<file path="src/rtl/sobolrng_pkg.sv">
// sobolrng_pkg: shared definitions for the multi-dimension Sobol generator.
//
// Optional feature macro: SOBOLRNG_SCRAMBLE_EN (undefined by default).
//   When defined, each dimension carries a scramble word that is XORed
//   into its output sample (digital shift).
//
// Contents:
//   MAX_BW       - widest supported sample width
//   dv_identity  - reset value of direction vector k: 1 << (bw-1-k),
//                  which makes every dimension a van der Corput sequence
package sobolrng_pkg;

    localparam int MAX_BW = 16;

    function automatic logic [MAX_BW-1:0] dv_identity(input int bw, input int k);
        logic [MAX_BW-1:0] v;
        v = '0;
        v[bw-1-k] = 1'b1;
        return v;
    endfunction

endpackage

</file>
<file path="src/rtl/sobolrng_lsz_p.sv">
// sobolrng_lsz_p: least-significant-zero priority encoder.
//
// Ports:
//   iVal      in  BITWIDTH  value to scan (the shared sequence counter)
//   oIdx      out IDXW      index of the lowest 0 bit (0 when iVal is all ones)
//   oAllOnes  out 1         iVal has no 0 bit
module sobolrng_lsz_p #(
    parameter int BITWIDTH = 8,
    parameter int IDXW     = $clog2(BITWIDTH + 1)
) (
    input  logic [BITWIDTH-1:0] iVal,
    output logic [IDXW-1:0]     oIdx,
    output logic                oAllOnes
);

    // Scan from the top down so the lowest zero wins.
    always_comb begin
        oIdx = '0;
        for (int i = BITWIDTH - 1; i >= 0; i--) begin
            if (!iVal[i]) oIdx = IDXW'(i);
        end
    end

    assign oAllOnes = &iVal;

endmodule

</file>
<file path="src/rtl/sobolrng_md.sv">
// sobolrng_md: parametrised multi-dimension Sobol quasirandom generator.
//
// One shared counter and LSZ encoder drive DIM Gray-code XOR accumulators,
// each with its own runtime-loadable direction-vector table. Outputs are
// registered; oWrap pulses on the step that returns the sequence to 0.
//
// Optional feature macro: SOBOLRNG_SCRAMBLE_EN (per-dimension digital shift
// word written through table index BITWIDTH).
//
// Ports:
//   iClk, iRstN  clock, async active-low reset (also restores identity tables)
//   iEn          advance one step
//   iClr         synchronous restart of counter/outputs, priority over iEn
//   iDvWe/iDvDim/iDvIdx/iDvData  direction-vector (or scramble) write port
//   oRand        DIM samples, dimension d at [d*BITWIDTH +: BITWIDTH]
//   oWrap        one-cycle period-wrap pulse
module sobolrng_md
    import sobolrng_pkg::*;
#(
    parameter int BITWIDTH = 8,
    parameter int DIM      = 2,
    parameter int IDXW     = $clog2(BITWIDTH + 1),
    parameter int DIMW     = (DIM > 1) ? $clog2(DIM) : 1
) (
    input  logic                    iClk,
    input  logic                    iRstN,
    input  logic                    iEn,
    input  logic                    iClr,
    input  logic                    iDvWe,
    input  logic [DIMW-1:0]         iDvDim,
    input  logic [IDXW-1:0]         iDvIdx,
    input  logic [BITWIDTH-1:0]     iDvData,
    output logic [DIM*BITWIDTH-1:0] oRand,
    output logic                    oWrap
);

    function automatic logic [BITWIDTH-1:0] ident(input int k);
        logic [MAX_BW-1:0] t;
        t = dv_identity(BITWIDTH, k);
        return t[BITWIDTH-1:0];
    endfunction

    logic [BITWIDTH-1:0]            cnt;
    logic [IDXW-1:0]                lsz_idx;
    logic                           all_ones;
    logic                           wrap;
    logic [DIM-1:0][BITWIDTH-1:0]   acc, acc_nxt, step_vec;
    logic [BITWIDTH-1:0]            tbl [DIM][BITWIDTH];
    logic [DIM-1:0]                 dim_hit;
    logic [BITWIDTH-1:0]            idx_hit;

    sobolrng_lsz_p #(.BITWIDTH(BITWIDTH), .IDXW(IDXW)) u_lsz (
        .iVal    (cnt),
        .oIdx    (lsz_idx),
        .oAllOnes(all_ones)
    );

    // Write decode; out-of-range dimension/index simply never matches.
    always_comb begin
        dim_hit = '0;
        idx_hit = '0;
        for (int d = 0; d < DIM; d++) dim_hit[d] = iDvWe && (int'(iDvDim) == d);
        for (int k = 0; k < BITWIDTH; k++) idx_hit[k] = (int'(iDvIdx) == k);
    end

    // Direction vector selected by the LSZ index (old table value on a
    // same-cycle write, since tbl only updates at the edge).
    always_comb begin
        step_vec = '0;
        for (int d = 0; d < DIM; d++) begin
            for (int k = 0; k < BITWIDTH; k++) begin
                if (int'(lsz_idx) == k) step_vec[d] = tbl[d][k];
            end
        end
    end

    always_comb begin
        acc_nxt = acc;
        if (iClr)
            acc_nxt = '0;
        else if (iEn)
            acc_nxt = all_ones ? '0 : (acc ^ step_vec);
    end

    // Counter wraps naturally from all-ones to 0 on the terminal step.
    always_ff @(posedge iClk or negedge iRstN) begin
        if (!iRstN) begin
            cnt  <= '0;
            acc  <= '0;
            wrap <= 1'b0;
        end else begin
            acc <= acc_nxt;
            if (iClr) begin
                cnt  <= '0;
                wrap <= 1'b0;
            end else if (iEn) begin
                cnt  <= cnt + BITWIDTH'(1);
                wrap <= all_ones;
            end else begin
                wrap <= 1'b0;
            end
        end
    end

    always_ff @(posedge iClk or negedge iRstN) begin
        if (!iRstN) begin
            for (int d = 0; d < DIM; d++)
                for (int k = 0; k < BITWIDTH; k++)
                    tbl[d][k] <= ident(k);
        end else begin
            for (int d = 0; d < DIM; d++)
                for (int k = 0; k < BITWIDTH; k++)
                    if (dim_hit[d] && idx_hit[k]) tbl[d][k] <= iDvData;
        end
    end

`ifdef SOBOLRNG_SCRAMBLE_EN
    logic [DIM-1:0][BITWIDTH-1:0] scr, scr_nxt, out_q;
    logic                         scr_sel;

    assign scr_sel = (int'(iDvIdx) == BITWIDTH);

    always_comb begin
        scr_nxt = scr;
        for (int d = 0; d < DIM; d++)
            if (dim_hit[d] && scr_sel) scr_nxt[d] = iDvData;
    end

    // Shift applied before the output register so a scramble write shows
    // up on the output right after the writing edge.
    always_ff @(posedge iClk or negedge iRstN) begin
        if (!iRstN) begin
            scr   <= '0;
            out_q <= '0;
        end else begin
            scr   <= scr_nxt;
            out_q <= acc_nxt ^ scr_nxt;
        end
    end

    assign oRand = out_q;
`else
    assign oRand = acc;
`endif

    assign oWrap = wrap;

endmodule
</file>
<file path="config.mk">
export PLATFORM = sky130hd
export DESIGN_NAME = sobolrng_md
export DESIGN_NICKNAME = d
export VERILOG_FILES = /design/src/rtl/sobolrng_pkg.sv /design/src/rtl/sobolrng_lsz_p.sv /design/src/rtl/sobolrng_md.sv
export SDC_FILE = /design/constraint.sdc
export NUM_CORES = 1
export LEC_CHECK = 0
export ABC_AREA = 1
export CORE_MARGIN = 3
export CORE_UTILIZATION = 60
export DETAILED_ROUTE_END_ITERATION = 6
export GPL_TIMING_DRIVEN = 1
export PLACE_DENSITY_LB_ADDON = 0.3
export SLEW_MARGIN = 20
export SYNTH_ARGS = -nofsm -noshare
export SYNTH_HDL_FRONTEND = slang
export SYNTH_SLANG_ARGS = --single-unit
</file>
<file path="constraint.sdc">
create_clock -name iClk -period 2.2 [get_ports iClk]
set_clock_uncertainty 0.1 [all_clocks]
set_input_delay 0.33 -clock iClk [delete_from_list [all_inputs] [get_ports iClk]]
set_output_delay 0.33 -clock iClk [all_outputs]
set_load 0.005 [all_outputs]
</file>
[After elaboration in Yosys (flattened, before gate mapping)]
Cells that the tools add are included.
Word-level totals
  bits in registers: 153
  latch bits: 0
  RAM bits: 0
  ROM bits: 0
  logic and storage cells: 90
  memories kept: 0
Operators by class
  $add $sub $neg: 1
  $mul: 0
  div/mod/pow operators: 0
  $lt $le $gt $ge: 0
  equality and inequality tests: 14
  shift-type cells: 0
  multiplexer cells: 31
  bitwise operators: 2
  reductions and logical operators: 22
Operators with widths (number)
  two-way mux 8 bit: 18
  two-way mux 16 bit: 3
  == test 4 bit (second input constant): 8
  two-way mux 3 bit: 8
  logical AND 1 bit: 18
  == test 4 x 3 -> 1 bit (second input constant): 4
  XOR 16 bit: 1
  adder 8 x 1 -> 8 bit (second input constant): 1
  == test 4 x 2 -> 1 bit (second input constant): 2
  zero test 4 bit: 2
  AND reduction 8 bit: 1
  two-way mux 1 bit: 2
  nonzero test 2 bit: 1
  inverter 1 bit: 1

[Logic depth before layout (Yosys ltp)]
Gate-level depths: netlist of run 1.
  depth in word-level cells: 21
  gate-level depth with buffers: 19
  mapped depth without buffers: 18

[Modules after synthesis]
Synthesis of run 1 repeated with hierarchy kept, for this count alone.
Unflattened totals
  cells, all modules: 914
  area, all modules: 7135.6 µm²
Modules (own cells, without submodules)
  sobolrng_md: instances 1, cells each 895, area each 7046.8 µm²
  sobolrng_lsz_p: instances 1, cells each 19, area each 88.8 µm²

[Worst setup path after synthesis of run 1]
OpenSTA, ideal clock, no wires.
  path kind: register to register
  from: register cnt[7]
  to: register acc, in the netlist oRand[11]
  arrival: 1.823 ns
  required time: 1.982 ns
  slack: 0.159 ns
  stages on the path, launching flop included: 20
  buffers on the path: 1
  clock period less this slack: 2.041 ns
  cell sequence: dfrtp_1 > inv_1 > nand2_1 > nand2_1 > nand2_1 > nand2_1 > nand2_1 > nand2_1 > nand2_1 > nor3_1 > buf_2 > nand2_1 > nand3_1 > nor2_1 > nand3_1 > nand2_1 > nand2_1 > nand2_1 > nand3_1 > nand2_1
Between the ends
  longest elaborated chain between the ends: 21
RTL lines
  start: declaration: RTL line sobolrng_md.sv:43  | logic [BITWIDTH-1:0] cnt;
  start signal: assignment: RTL line sobolrng_md.sv:97  | cnt <= cnt + BITWIDTH'(1);
  two-way mux 3 bit (8 in a row): RTL line sobolrng_lsz_p.sv:20  | if (!iVal[i]) oIdx = IDXW'(i);
  zero test 4 bit: RTL line sobolrng_md.sv:72  | if (int'(lsz_idx) == k) step_vec[d] = tbl[d][k];
  two-way mux 8 bit (8 in a row): RTL line sobolrng_md.sv:72
  XOR 16 bit: RTL line sobolrng_md.sv:82  | acc_nxt = all_ones ? '0 : (acc ^ step_vec);
  two-way mux 16 bit (*): RTL line sobolrng_md.sv:82
  two-way mux 16 bit (*): RTL line sobolrng_md.sv:81  | else if (iEn)
  two-way mux 16 bit (*): RTL line sobolrng_md.sv:79  | if (iClr)
  end signal: assignment: RTL line sobolrng_md.sv:92  | acc <= acc_nxt;
  end: declaration: RTL line sobolrng_md.sv:47  | logic [DIM-1:0][BITWIDTH-1:0] acc, acc_nxt, step_vec;
Every way passes the cells marked *; elsewhere a longest branch is shown, timed or not. The select of a mux whose other input is x is not followed.
A chain may end at the register's enable or synchronous reset.

[Worst setup path in the final report of run 1]
  from: register cnt[7]
  to: register acc, in the netlist oRand[3]
Same word-level chain as after synthesis.

==> summary.md, run 1 <==
| Metric | Value |
|---|---|
| Outcome | complete, but fails checks |
| Violated checks | setup timing |
| RSZ-0062 raised after global routing | true |
| Congestion Overflow GR | 0 |
| Crit Path Max Fanout | 16 |
| Ys flop type | dfrtp_1 |
| Num CTS Buffers | 17 |
| Vias in the first global route | 6097 |
| 1st-iter DRT viols | 767 |
| Crit Reg-Reg Startpoint | cnt[7] |
| # nets final | 974 |
| Total Power | 7.57 mW |
| Placeable Area | 11500 sq um |
| Cells after synthesis | 894 |
| Via count | 6376 |
| First-pass GRT wire length | 30500 microns |
| CP Launch Type | flip-flop |
| DR pass1 iterations | 5 |
| Place WS | 0.0734 ns |
| # rows | 39 |
| Final Setup Violations | 3 |
| Reg2Reg Depth | 17 |
| Crit path max-delay family | simple AND/OR/NAND/NOR gates |
| Largest net degree at the start of global routing | 44 |
| ANT cells | 0 |
| Syn Std Cell Area | 7120 sq um |
| Worst slew margin | 56.6% |
| Share of the synthesized area in the top cell type | 48.2% |
| WP buf/inv | 2 |
| Slowest-stage cell, CP | dfrtp_1 |
| Non-filler cells, final | 1111 |
| Post-DRT Antenna Nets | 0 |
| CTS tree | done |
| Top-count cell post-synth | nand2_1 |
| Slew @ Worst Pin | 0.650 ns |
| Cell taking the most area after synthesis | dfrtp_1 |
| Starting Density | 61.8% |
| Worst setup path class | reg -> reg |
| Worst Path Required | 2.42 ns |
| Hold Slack | 0.277 ns |
| Max clock buf depth | 2 |
| Leak Pwr | 4.16 nW |
| Reg power frac | 47.9% |
| CP peak stage delay | 0.39 ns |
| Part of the power in the clock network | 37.2% |
| Fin crit share | 102% |
| Die height | 115 microns |
| Max VDD drop | 0.000726 V |
| Post-synthesis sequential area ratio | 54.1% |
| FMAX | 0.445 GHz |
| RR Endpoint | oRand[3] |
| Syn Area/Cell | 7.96 sq um |
| Yosys warnings | 0 |
| Via/cell ratio | 5.74 |
| Post-synth EDFFs | 0 |
| Psw | 2.14 mW |
| Initial antenna violation count | 0 |
| Post-Place Cells | 1071 |
| #FFs+latches synth | 153 |
| CP most frequent cell | nand2_1 |
| Clock slew at reported path FFs | 0.06 ns |
| Internal | 5.43 mW |
| Async set-reset flop share out of synthesis | 100% |
| Critical Path Sink Type | flip-flop |
| Hold Path Class | in -> async |
| Switching Share | 28.2% |
| Crit path DAT | 2.47 ns |
| Detail Placement HPWL | 11800 microns |
| I/O Buffers | 34 |
| Final worst slack | -0.0495 ns |
| Die area | 13200 sq um |
| DR DRC count | 0 |
| FF-to-FF setup slack | -0.05 ns |
| Root Buffer | clkbuf_16 |
| H-Tree Depth | 4 |
| Global Route Usage Sum | 30.1% |
| Final Max Slew Viols | 0 |
| Util after Layout | 75.5% |
| Synth unique cells | 27 |
| RD Place Congestion | 0.873 |
| Top post-synthesis cells by area | dfrtp_1, nand2_1, o21ai_0, dfstp_2, nand3_1 |
| DIE WIDTH | 115 microns |
| Maxcap violations | 0 |
| CTS sink cnt | 153 |
| Logic pwr share | 14.9% |
| Worst setup path end | oRand[3] |
| Post-DR wirelength/cell | 17.4 microns |
| # IOs | 35 |
| Area grow syn2layout | 22.2% |
| Critical path, cell by cell | inv_1, nand2_1, nand2_1, nand2_1, nand2_1, nand2_2, nand2_2, nand2_4, nor3_2, buf_12, a21oi_1, nand4_1, nand2_1, nand2_1, nand2_1, nand3_1, nand2_1 |
| Commonest cells in the netlist | nand2_1, dfrtp_1, o21ai_0, inv_1, nand3_1 |
| Min Tclk post-route | 2.25 ns |
| Pwr/cell area | 871 nW/um^2 |
| Final hold vios | 0 |
| Crit path depth | 17 |
| Total wire length | 19300 microns |
| Clock Latency Late Sink | 0.43 ns |
| Mapped Nets | 913 |
| Worst Setup SP | cnt[7] |
| Layout fillers | 812 |
| Fraction of layout cells with a size suffix above 1 | 16.8% |
## stage by stage
stage	TNS, ns	area [sq um]
after floorplan	0	7120
after global placement	0	7820
after detailed placement	0	7820
after CTS	0	8390
after global routing	-1.30	8700
final	-0.119	8700
## power groups by stage
| stage | sequential (mW) | clock (mW) | combinational [mW] |
|---|---|---|---|
| 2_1_floorplan | 3.57 | 0 | 0.642 |
| 3_3_place_gp | 3.63 | 0 | 0.983 |
| 3_5_place_dp | 3.64 | 0 | 1.03 |
| 4_1_cts | 3.60 | 2.83 | 1.05 |
| 5_1_grt | 3.67 | 2.95 | 1.29 |
| 6_report | 3.63 | 2.82 | 1.13 |
## worst min path at each step
stage               endpoint  slack (ns)  cells past startpoint   from
finish               tbl[53]        0.28                      2  iRstN
floorplan             cnt[0]       -0.07                      0  iRstN
global route          cnt[4]        0.31                      2  iRstN
detailed placement    cnt[7]        0.16                      1  iRstN
CTS                   cnt[7]        0.28                      2  iRstN
global placement      cnt[7]        0.17                      1  iRstN
## cells by family after synthesis
family	Yosys count	synth area share [%]
compound gates	149	10.5
buf+inv	111	6.13
simple gates	480	29.1
flops	153	54.1
fa+ha+maj	1	0.176
## timing repair
action	CTS	global route
pin swaps	0	25
setup buffers	0	6
cloned	0	1
setup endpoints to repair	1	16
endpoints found under the hold margin	29	0
hold buffers	1	0
resized for setup	1	72
## metal layers
layer / GRT usage [%] / vias to the layer above / share of wire [%]
li1: - / 3024 / -
met1: 39.2 / 3027 / 40
met2: 49.2 / 276 / 50
met3: 5.95 / 49 / 6.5
met4: 13.2 / 0 / 2.7
met5: 0 / - / 0
## placed cells by master, fill, tap and decap left out, drive strengths merged
cell / synthesis / layout
o21ai: 133 / 133
ha: 1 / 1
clkinvlp: 0 / 5
or2: 18 / 18
nor3: 11 / 11
o211ai: 1 / 1
nand4: 37 / 37
inv: 73 / 74
a21oi: 14 / 14
a31oi: 1 / 1
clkbuf: 31 / 21
nor2: 39 / 39
nand2: 320 / 320
bufinv: 0 / 1
nand3: 55 / 55
buf: 7 / 46
dfstp: 16 / 16
clkinv: 0 / 4
dfrtp: 137 / 137
dlygate4sd3: 0 / 1
clkdlybuf4s50: 0 / 33
## layout make-up
cell class              instances  area [sq um]  area share, %
well taps                     143           179           2.06
inverters                      73           292           3.35
multi-input cells             630          3040           34.9
repair buffers                 80           778           8.95
flip-flops and latches        153          3850           44.2
clock buffers                  21           470           5.41
clock inverters                11          96.3           1.11
## state kept, by name, summed over array words and instances (netlist names)
signal  count
oRand      16
cnt         8
tbl       128
oWrap       1
(Power assumes the default switching activity.)
==> inputs of run 2 (changes only) <==
--- a/config.mk
+++ b/config.mk
@@ -6,8 +6,8 @@
 export NUM_CORES = 1
 export LEC_CHECK = 0
 export ABC_AREA = 1
-export CORE_MARGIN = 3
-export CORE_UTILIZATION = 60
+export CORE_MARGIN = 1.5
+export CORE_UTILIZATION = 45
 export DETAILED_ROUTE_END_ITERATION = 6
 export GPL_TIMING_DRIVEN = 1
 export PLACE_DENSITY_LB_ADDON = 0.3
==> run 2 against run 1 <==
Effect of this change: global-route usage fell by 6.0 points; the run now ends clean; non-clock buffer count grew 7; combinational power decreased by 6%.
==> summary.md, run 2 (synthesized netlist as in run 1, its figures left out) <==
| Metric | Value |
|---|---|
| DIE WIDTH | 129 microns |
| Crit Path Max Fanout | 7 |
| Via/cell ratio | 5.22 |
| CP most frequent cell | nand2_1 |
| Clock Latency Late Sink | 0.43 ns |
| CP peak stage delay | 0.37 ns |
| Congestion Overflow GR | 0 |
| FMAX | 0.461 GHz |
| Hold Path Class | in -> async |
| Via count | 6194 |
| Num CTS Buffers | 17 |
| Final Setup Violations | 0 |
| Leak Pwr | 4.16 nW |
| Vias in the first global route | 5821 |
| Post-DRT Antenna Nets | 0 |
| Final Max Slew Viols | 0 |
| Starting Density | 46.5% |
| # nets final | 981 |
| # rows | 45 |
| Slowest-stage cell, CP | dfrtp_1 |
| CP Launch Type | flip-flop |
| Fin crit share | 98.6% |
| RSZ-0062 raised after global routing | true |
| Slew @ Worst Pin | 0.579 ns |
| Top reg by flops | tbl |
| Most common cell after layout, fill and taps aside | nand2_1 |
| CTS tree | done |
| Die height | 129 microns |
| Largest net degree at the start of global routing | 48 |
| Maxcap violations | 0 |
| Worst setup path class | reg -> reg |
| Post-DR wirelength/cell | 15.8 microns |
| Detail Placement HPWL | 11800 microns |
| Worst slew margin | 61.3% |
| Most frequent cells in the layout | nand2_1, dfrtp_1, o21ai_0 |
| 1st-iter DRT viols | 657 |
| Max VDD drop | 0.000558 V |
| Reg2Reg Depth | 16 |
| Area grow syn2layout | 23.7% |
| Global Route Usage Sum | 24.0% |
| H-Tree Depth | 4 |
| Storage cell area | 3850 sq um |
| Initial antenna violation count | 0 |
| FF-to-FF setup slack | 0.03 ns |
| Layout fillers | 1381 |
| ANT cells | 0 |
| I/O Buffers | 34 |
| Die area | 16600 sq um |
| Max clock buf depth | 2 |
| Util after Layout | 57.5% |
| Setup TNS | 0 ns |
| Final hold vios | 0 |
| DR DRC count | 0 |
| Crit Reg-Reg Startpoint | cnt[7] |
| RD Place Congestion | 0.804 |
| Crit path DAT | 2.44 ns |
| Critical Path Sink Type | flip-flop |
| DR pass1 iterations | 7 |
| # IOs | 35 |
| Total wire length | 18800 microns |
| Area of the multi-input gates | 2940 sq um |
| Total Power | 7.82 mW |
| Root Buffer | clkbuf_16 |
| Min Tclk post-route | 2.17 ns |
| Critical path, cell by cell | inv_1, nand2_1, nand2_1, nand2_2, nand2_2, nand2_2, buf_6, a21oi_4, nor3_4, buf_4, nand2_1, nand4_1, nand2_1, nand2_1, nand3_1, nand2_1 |
| First-pass GRT wire length | 30400 microns |
| Outcome | complete, no violations |
| Fraction of layout cells with a size suffix above 1 | 15.2% |
| RR Endpoint | oRand[7] |
| Placeable Area | 15300 sq um |
| Pwr/cell area | 889 nW/um^2 |
| Worst Path Required | 2.47 ns |
| Clock slew at reported path FFs | 0.06 ns |
| Largest register FFs | 128 |
| CTS sink cnt | 153 |
==> run 2: changes by cell type in the layout (fill, tap and decap cells not counted), sizes merged <==
cell | previous run | this run
clkinvlp | 5 | 2
clkinv | 4 | 3
bufinv | 1 | 4
buf | 46 | 53
inv | 74 | 75
==> run 2: worst max path at each step <==
| stage | from | to | cells past startpoint |
|---|---|---|---|
| 2_1_floorplan | cnt[7] | oRand[11] | 19 |
| 3_3_place_gp | cnt[6] | oRand[4] | 13 |
| 3_5_place_dp | cnt[6] | oRand[4] | 13 |
| 4_1_cts | cnt[6] | oRand[4] | 13 |
| 5_1_grt | cnt[7] | oRand[4] | 17 |
| 6_report | cnt[7] | oRand[7] | 16 |
==> run 2: metrics by stage <==
step | instances | setup WS, ns | area (sq um) | hold slack [ns]
6_report | 1186 | 0.0313 | 8810 | 0.306
2_1_floorplan | 894 | 0.159 | 7120 | -0.0656
4_1_cts | 1178 | -0.00711 | 8610 | 0.309
3_5_place_dp | 1145 | 0.00807 | 7960 | 0.196
3_3_place_gp | 1145 | 0.0726 | 7960 | 0.194
5_1_grt | 1186 | -0.0945 | 8810 | 0.342
==> run 2: final cells by class <==
type / instances / share of cell area, %
Tap cell: 211 / 3.00
Sequential cell: 153 / 43.7
Clock buffer: 21 / 5.34
Multi-Input combinational cell: 630 / 33.3
Timing Repair Buffer: 87 / 9.48
Clock inverter: 11 / 1.90
Inverter: 73 / 3.23
==> run 2: layer usage <==
layer,vias to the layer above,wire length (microns),share of wire [%],global-route usage [%]
met4,0,180,0.96,7.34
met3,14,896,4.8,3.99
met5,-,0,0,0
met1,2983,8600,46,33.6
met2,158,9100,48,38.6
li1,3039,-,-,-
==> run 2: report_power, final <==
part	internal, mW	switching [mW]
registers	3.33	0.269
clock network	1.99	1.17
logic	0.451	0.614
total	5.77	2.06
==> run 2: timing repair <==
action,in CTS,in global routing
hold endpoints to repair,38,0
setup buffers,0,7
endpoints found under the setup margin,2,16
hold buffers,1,0
cloned,0,1
pin swaps,0,14
resized for setup,1,43
==> run 2: critical path, delay by kind of cell (launching register included) <==
family          cells  cell delay, ns
flops               1            0.37
compound gates      1            0.07
buf+inv             3            0.44
simple gates       12            1.13
==> inputs of run 3 (changes only) <==
--- a/config.mk
+++ b/config.mk
@@ -6,10 +6,12 @@
 export NUM_CORES = 1
 export LEC_CHECK = 0
 export ABC_AREA = 1
+export CAP_MARGIN = 20
 export CORE_MARGIN = 1.5
 export CORE_UTILIZATION = 45
 export DETAILED_ROUTE_END_ITERATION = 6
 export GPL_TIMING_DRIVEN = 1
+export MAX_ROUTING_LAYER = met4
 export PLACE_DENSITY_LB_ADDON = 0.3
 export SLEW_MARGIN = 20
 export SYNTH_ARGS = -nofsm -noshare
==> run 3 against run 2 <==
Effect of this change: worst setup slack worse by 0.0059 ns; maximum frequency decreased by 0.27%; cell count about the same; sequential cell count is the same; wire length up 0.51%; sequential power is essentially flat; largest cell class unchanged; non-clock buffer count increased by 1; utilization is 0.082 points higher; combinational power about the same; die area is the same; register-to-register slack barely moved; largest power group unchanged; first-iteration DRC count decreased by 9.1%.
==> summary.md, run 3 (synthesized netlist as in run 1, its figures left out) <==
| Metric | Value |
|---|---|
| Outcome | complete, no violations |
| Via/cell ratio | 5.20 |
| CTS sink cnt | 153 |
| Initial antenna violation count | 0 |
| CP Launch Type | flip-flop |
| Area of the multi-input gates | 2950 sq um |
| Global Route Usage Sum | 24.8% |
| Detail Placement HPWL | 11800 microns |
| Area grow syn2layout | 23.9% |
| # nets final | 982 |
| Clock Latency Late Sink | 0.43 ns |
| ANT cells | 0 |
| # rows | 45 |
| Crit path DAT | 2.40 ns |
| Starting Density | 46.5% |
| Die height | 129 microns |
| Post-DR wirelength/cell | 15.9 microns |
| Critical Path Sink Type | flip-flop |
| Final hold vios | 0 |
| CTS tree | done |
| Worst Path Required | 2.42 ns |
| Largest net degree at the start of global routing | 48 |
| Slew @ Worst Pin | 0.601 ns |
| Worst slew margin | 59.9% |
| Most frequent cells in the layout | nand2_1, dfrtp_1, o21ai_0 |
| Die area | 16600 sq um |
| Placed cell area | 7960 sq um |
| Post-route cell area | 8820 sq um |
| Largest register FFs | 128 |
| FMAX | 0.460 GHz |
| Max VDD drop | 0.000558 V |
| Hold Slack | 0.309 ns |
| Total Power | 7.84 mW |
| Fin crit share | 98.8% |
| Util after Layout | 57.6% |
| Maxcap violations | 0 |
| Placeable Area | 15300 sq um |
| Top reg by flops | tbl |
| Num CTS Buffers | 17 |
| DR pass1 iterations | 5 |
| Post-Place Cells | 1145 |
| Max clock buf depth | 2 |
| Root Buffer | clkbuf_16 |
| RSZ-0062 raised after global routing | true |
| Fraction of layout cells with a size suffix above 1 | 15.6% |
| I/O Buffers | 34 |
| RD Place Congestion | 0.816 |
| Crit Path Max Fanout | 5 |
| Storage cell area | 3850 sq um |
| Hold Path Class | in -> async |
| Layout fillers | 1384 |
| Worst setup path class | reg -> reg |
| Clock slew at reported path FFs | 0.06 ns |
| 1st-iter DRT viols | 597 |
| Vias in the first global route | 5823 |
| Post-DRT Antenna Nets | 0 |
| Non-filler cells, final | 1187 |
| Via count | 6174 |
| H-Tree Depth | 4 |
| Final Setup Violations | 0 |
| Total wire length | 18900 microns |
| # IOs | 35 |
| Most common cell after layout, fill and taps aside | nand2_1 |
| Congestion Overflow GR | 0 |
| Final Max Slew Viols | 0 |
| Min Tclk post-route | 2.17 ns |
| Pwr/cell area | 889 nW/um^2 |
| DIE WIDTH | 129 microns |
| DR DRC count | 0 |
| First-pass GRT wire length | 30400 microns |
| Leak Pwr | 4.18 nW |
[run 3: cell types whose count changed in the layout (fill, tap and decap cells not counted), sizes merged]
cell,previous run,this run
buf,53,54
[run 3: report_power, final]
part	internal, mW	switching (mW)	leakage (nW)
Clock	1.99	1.18	0.310
Combinational	0.448	0.613	1.91
Sequential	3.33	0.275	1.96
Total	5.77	2.07	4.18
[run 3: layer usage]
layer  wire [microns]  vias to the layer above  GRT usage [%]
met3              838                       20           3.99
met4              229                        0           7.34
met2             9060                      153           38.7
met1             8740                     2960           33.5
li1                 -                     3041              -
met5                0                        -              -
[run 3: critical path, cell delays in order (launching register included)]
cell     delay, ns
dfrtp_1       0.39
inv_1         0.07
nand2_1       0.05
nand2_1       0.07
nand2_2       0.06
nand2_2       0.07
nand2_2       0.07
buf_6         0.14
buf_4         0.14
nor3_4        0.21
buf_6         0.18
nand2_1       0.07
nand4_1       0.13
nor2_2        0.08
nand4_1       0.08
nand2_1       0.05
nand3_1       0.07
nand2_1       0.05
[run 3: repair_timing]
item                                    4_1_cts  5_1_grt
endpoints found under the setup margin        2       16
hold buffers                                  1        0
resized for setup                             1       44
setup buffers                                 0        8
cloned                                        0        1
pin swaps                                     0       12
endpoints found under the hold margin        38        0
[run 3: layout make-up]
cell class                      count  share of cell area [%]
Multi-Input combinational cell    630                    33.4
Clock buffer                       21                    5.33
Timing Repair Buffer               88                    9.46
Clock inverter                     11                    1.90
Sequential cell                   153                    43.6
Inverter                           73                    3.22
Tap cell                          211                    2.99
[run 3: path summary, 6_finish.rpt]
| kind | from | to | slack, ns | cells after the start |
|---|---|---|---|---|
| max | cnt[7] | oRand[2] | 0.03 | 17 |
| min | iRstN | cnt[7] | 0.31 | 2 |
| max reg2reg | cnt[7] | oRand[2] | 0.03 | 17 |
| min reg2reg | tbl[1] | tbl[1] | 0.38 | 2 |
| max in group asynchronous | iRstN | tbl[0] | 0.94 | 3 |
| min in group iClk | tbl[1] | tbl[1] | 0.38 | 2 |
[run 3: per-stage QoR]
stage	TNS, ns	setup slack [ns]
after CTS	-0.00711	-0.00711
after detailed placement	0	0.00807
after floorplan	0	0.159
after global placement	0	0.0726
final	0	0.0255
after global routing	-0.690	-0.0891
